## config.mk

```make
export PLATFORM = sky130hd
export DESIGN_NAME = op_arbiter
export DESIGN_NICKNAME = d
export VERILOG_FILES = /design/src/rtl/op_arbiter.sv
export SDC_FILE = /design/constraint.sdc
export NUM_CORES = 1
export LEC_CHECK = 0
export ABC_CLOCK_PERIOD_IN_PS = 7200
export BUFFER_PORTS_ARGS = -buffer_cell sky130_fd_sc_hd__buf_2
export CORE_AREA = 2 2 160 162
export CTS_CLUSTER_DIAMETER = 50
export DETAILED_ROUTE_END_ITERATION = 10
export DIE_AREA = 0 0 162 164
export GPL_TIMING_DRIVEN = 1
export SYNTH_ARGS = -nofsm -noshare
export SYNTH_HDL_FRONTEND = slang
export SYNTH_SLANG_ARGS = --single-unit
```

## constraint.sdc

```tcl
create_clock -name clk -period 7.2 [get_ports clk]
set_input_delay 1.44 -clock clk [delete_from_list [all_inputs] [get_ports clk]]
set_output_delay 1.44 -clock clk [all_outputs]
set_load 0.005 [all_outputs]
```

## src/rtl/op_arbiter.sv

```systemverilog
// ============================================================================
// Module   : op_arbiter
// Brief    : Round-robin arbiter sharing one single-cycle op unit among
//            NUM_REQ requesters, with a valid/ready response path.
//            Optional statistics counters: define OP_ARB_STATS_EN.
// Revision : 1.0
// ============================================================================
`default_nettype none

module op_arbiter #(
    parameter int DATA_WIDTH = 32,
    parameter int NUM_REQ    = 4,
    parameter int OP_LATENCY = 1
) (
    input  logic                          clk,
    input  logic                          rst,
    input  logic [NUM_REQ-1:0]            req_valid,
    output logic [NUM_REQ-1:0]            req_ready,
    input  logic [NUM_REQ*2-1:0]          req_op,
    input  logic [NUM_REQ*DATA_WIDTH-1:0] req_data1,
    input  logic [NUM_REQ*DATA_WIDTH-1:0] req_data2,
    output logic [NUM_REQ-1:0]            rsp_valid,
    input  logic [NUM_REQ-1:0]            rsp_ready,
    output logic [DATA_WIDTH-1:0]         rsp_data,
    output logic [1:0]                    op_sel,
    output logic [DATA_WIDTH-1:0]         op_data1,
    output logic [DATA_WIDTH-1:0]         op_data2,
    output logic                          op_data_valid,
    input  logic [DATA_WIDTH-1:0]         op_result,
    output logic                          busy
`ifdef OP_ARB_STATS_EN
    ,
    output logic [31:0]                   stat_txn_count,
    output logic [31:0]                   stat_busy_cycles
`endif
);

    localparam int IDX_W = (NUM_REQ > 1) ? $clog2(NUM_REQ) : 1;
    localparam int CNT_W = 4;
    localparam logic [IDX_W-1:0]   LAST_IDX = IDX_W'(NUM_REQ - 1);
    localparam logic [IDX_W:0]     NUM_EXT  = (IDX_W + 1)'(NUM_REQ);
    localparam logic [CNT_W-1:0]   LAT_INIT = CNT_W'(OP_LATENCY);
    localparam logic [NUM_REQ-1:0] ONE_HOT0 = NUM_REQ'(1);

    typedef enum logic [1:0] {
        S_IDLE  = 2'd0,
        S_ISSUE = 2'd1,
        S_WAIT  = 2'd2,
        S_RESP  = 2'd3
    } state_t;

    state_t                  state_q;
    logic [IDX_W-1:0]        rr_ptr_q;
    logic [IDX_W-1:0]        rr_ptr_d;
    logic [IDX_W-1:0]        gnt_q;
    logic [CNT_W-1:0]        cnt_q;
    logic [1:0]              op_sel_q;
    logic [DATA_WIDTH-1:0]   op_data1_q;
    logic [DATA_WIDTH-1:0]   op_data2_q;
    logic                    op_valid_q;
    logic [NUM_REQ-1:0]      rsp_valid_q;
    logic [DATA_WIDTH-1:0]   rsp_data_q;

    logic                    gnt_found_w;
    logic [IDX_W-1:0]        gnt_idx_w;
    logic [IDX_W:0]          sum_w;

    // Scan offsets from farthest to nearest so the nearest requester to rr_ptr wins.
    always_comb begin
        gnt_found_w = 1'b0;
        gnt_idx_w   = '0;
        sum_w       = '0;
        for (int k = NUM_REQ - 1; k >= 0; k--) begin
            sum_w = {1'b0, rr_ptr_q} + (IDX_W + 1)'(k);
            if (sum_w >= NUM_EXT) begin
                sum_w = sum_w - NUM_EXT;
            end
            if (req_valid[sum_w[IDX_W-1:0]]) begin
                gnt_found_w = 1'b1;
                gnt_idx_w   = sum_w[IDX_W-1:0];
            end
        end
    end

    assign rr_ptr_d  = (gnt_q == LAST_IDX) ? '0 : gnt_q + 1'b1;
    assign req_ready = (state_q == S_IDLE && gnt_found_w) ? (ONE_HOT0 << gnt_idx_w) : '0;

    always_ff @(posedge clk or posedge rst) begin
        if (rst) begin
            state_q     <= S_IDLE;
            rr_ptr_q    <= '0;
            gnt_q       <= '0;
            cnt_q       <= '0;
            op_sel_q    <= '0;
            op_data1_q  <= '0;
            op_data2_q  <= '0;
            op_valid_q  <= 1'b0;
            rsp_valid_q <= '0;
            rsp_data_q  <= '0;
        end else begin
            case (state_q)
                S_IDLE: begin
                    if (gnt_found_w) begin
                        gnt_q      <= gnt_idx_w;
                        op_sel_q   <= req_op[2*int'(gnt_idx_w) +: 2];
                        op_data1_q <= req_data1[DATA_WIDTH*int'(gnt_idx_w) +: DATA_WIDTH];
                        op_data2_q <= req_data2[DATA_WIDTH*int'(gnt_idx_w) +: DATA_WIDTH];
                        op_valid_q <= 1'b1;
                        state_q    <= S_ISSUE;
                    end
                end
                S_ISSUE: begin
                    op_valid_q <= 1'b0;
                    cnt_q      <= LAT_INIT;
                    state_q    <= S_WAIT;
                end
                S_WAIT: begin
                    if (cnt_q == CNT_W'(1)) begin
                        rsp_data_q  <= op_result;
                        rsp_valid_q <= ONE_HOT0 << gnt_q;
                        state_q     <= S_RESP;
                    end else begin
                        cnt_q <= cnt_q - 1'b1;
                    end
                end
                S_RESP: begin
                    if (rsp_ready[gnt_q]) begin
                        rsp_valid_q <= '0;
                        rsp_data_q  <= '0;
                        rr_ptr_q    <= rr_ptr_d;
                        state_q     <= S_IDLE;
                    end
                end
                default: state_q <= S_IDLE;
            endcase
        end
    end

    assign op_sel        = op_sel_q;
    assign op_data1      = op_data1_q;
    assign op_data2      = op_data2_q;
    assign op_data_valid = op_valid_q;
    assign rsp_valid     = rsp_valid_q;
    assign rsp_data      = rsp_data_q;
    assign busy          = (state_q != S_IDLE);

`ifdef OP_ARB_STATS_EN
    logic [31:0] txn_cnt_q;
    logic [31:0] busy_cnt_q;

    always_ff @(posedge clk or posedge rst) begin
        if (rst) begin
            txn_cnt_q  <= '0;
            busy_cnt_q <= '0;
        end else begin
            if (state_q == S_RESP && rsp_ready[gnt_q]) begin
                txn_cnt_q <= txn_cnt_q + 32'd1;
            end
            if (busy) begin
                busy_cnt_q <= busy_cnt_q + 32'd1;
            end
        end
    end

    assign stat_txn_count   = txn_cnt_q;
    assign stat_busy_cycles = busy_cnt_q;
`endif

endmodule

`default_nettype wire

```

==> metrics.cfg <==
[clock_tree]
clk_pin_slew_worst_paths_ns=0.05
cts-resized-gates=0
numCtsBuffers=17
clock-sinks=113
cts_tree=yes
clk_latency_ns=0.41
ctsHtreeMaxLevel=4
root_buffer=clkbuf_16
cts_max_path_buffers=2
cts_setup_buffers=0
hold_buffers=0

[die]
die_h_um=164
io_pins=414
die_area_um2=26600
fp.coreArea_um2=24800
die_x_um=162
num_rows=58
initial_core_util=0.278

[critical_path]
critPathLaunchType=input pin
reg2reg_setup_slack_ns=3.52
worst_ep_required_time_ns=5.76
crit_arrival_ns=3.66
reg2reg_depth=6
crit_fanout=53
r2r-end=op_data1[30]
end_kind=primary output
critPathKind=in2out
r2r-start=rr_ptr_q[1]

[sta]
fin_crit_sh=0.708
fmax_mhz=196
max_slew_margin=0.238
hold_viol=0
worst_slack_ns=2.10
grt_setup_unrepaired=no
fin_crit_ns=5.10
maxSlewViolCount=0
fin_skew_ns=0.0103
tns_ns=0
setup_viol_count_final=0
worstMarginPinSlew_ns=1.14

[yosys]
yosysWarningCount=0
postSynthCellCount=712
synth_top_family_by_area=compound AO/OA/AOI/OAI gates
synth-edff-count=0
synth.mux.area_fraction=0.122
synth_cell_types=47
ys_seq_area_frac=0.410
yosys.area_share.adder=0.0181
synthXorXnorAreaFrac=0.00254
synth-simple-area-share=0.117
syn_nets=1028
synth_compound_area_frac=0.255
syn_area_um2=6900
ys_seq_elements=113
syn_avg_cell_area_um2=9.69
synth-main-ff-cell=dfrtp_1
synthArstFlopShare=1.00

[finish]
layout-drive-gt1-share=0.478
syn_to_final_growth_pct=42.3
num-nets-final=1397
final_common_cell=buf_2
most-common-layout-cells=413 x buf_2, 113 x dfrtp_1, 54 x o31ai_1

[outcome]
status=finished, final reports clean

[placed_design]
place.port_buffers=413
place_hpwl_um=19100
gp_congestion=0.839
pre_cts_slack_ns=2.09

[route]
vias_per_cell=5.22
routed_wl_um=27000
wl_per_cell_um=19.0
drc_errors=0
ant_nets=0
drtIter0Drc=543
firstDrtPassIters=5
vias=7427

[power]
power_density_nw_per_um2=398
power_leakage_nw=4.88
p_total_w=0.00391
peakVddDrop_mv=0.206

[min_path]
hold_end=op_data1[17]
min_from=op_data1[17]
hp-class=reg2reg
min_path_cells=2

[global_route]
overflow=0
antenna_found_initial=1
track_usage=0.194
grt_first_pass_wirelength_um=39700
grt_max_degree=84
grt_pass1_vias=7000

[run]
timing.max_cap.violations=0

-- registers in the layout, indices dropped and copies added, names as in the netlist --
name           count
rsp_data          32
op_data1          32
state_q            2
op_sel             2
rr_ptr_q           2
cnt_q              4
op_data2          32
rsp_valid          4
op_data_valid      1
gnt_q              2
-- cells in the mapped netlist (17+ instances only) --
library cell / instances / area share
o21ai_0: 47 / 0.034
inv_1: 49 / 0.027
mux2_2: 33 / 0.054
mux2_4: 20 / 0.044
buf_2: 21 / 0.015
dfrtp_1: 113 / 0.41
o31ai_1: 54 / 0.059
nand4_1: 52 / 0.047
a21oi_1: 56 / 0.041
nand3_1: 50 / 0.036
a221o_1: 51 / 0.074
clkbuf_1: 47 / 0.026
nand2_1: 17 / 0.0093
-- kinds of logic after synthesis --
logic type / count (synthesis)
flops: 113
mux: 69
xor+xnor: 2
simple gates: 146
compound gates: 248
buf+inv: 124
fa+ha+maj: 10
-- final cells by class --
| cell class | count | area (µm²) |
|---|---|---|
| fillers | 2523 | 15000 |
| multi-input cells | 475 | 3620 |
| flip-flops and latches | 113 | 2830 |
| repair buffers | 425 | 2160 |
| clock buffers | 21 | 450 |
| well taps | 330 | 413 |
| inverters | 49 | 186 |
| clock inverters | 10 | 160 |
| diodes | 1 | 2.50 |
-- routing by layer --
metal	vias up	share of wire	global-route usage
met3	38	0.067	0.0343
met5	-	0	0
li1	3485	-	-
met2	387	0.48	0.323
met4	0	0.028	0.0813
met1	3517	0.42	0.248
-- per-stage QoR --
stage / hold slack, ns / utilization / std cells / instance area (µm²)
floorplan: 0.480 / - / 712 / 6900
global placement: 0.474 / 0.371 / 1392 / 9200
detailed placement: 0.480 / 0.371 / 1392 / 9200
CTS: 0.493 / 0.395 / 1423 / 9810
global route: 0.515 / 0.396 / 1424 / 9820
finish: 0.490 / 0.396 / 1424 / 9820
-- critical path, stage by stage --
cell	delay (ns)
buf_2	0.11
nand2b_1	0.15
a21o_2	0.92
nand3_4	0.57
nor3_1	0.30
buf_2	0.15
-- how the worst max path moves through the flow --
stage                            start           end  slack [ns]
after floorplan                    rst      cnt_q[0]        2.77
after global placement    req_valid[0]  req_ready[1]        2.12
after detailed placement  req_valid[0]  req_ready[1]        2.09
after CTS                 req_valid[0]  req_ready[1]        2.09
after global routing      req_valid[0]  req_ready[1]        1.86
final                     req_valid[0]  req_ready[1]        2.10
-- report_power, final --
group	internal [W]	switching (W)
sequential	0.000938	0.000181
combinational	0.000832	0.00107
clock	0.000586	0.000303
Power figures use the tool's default switching activity.
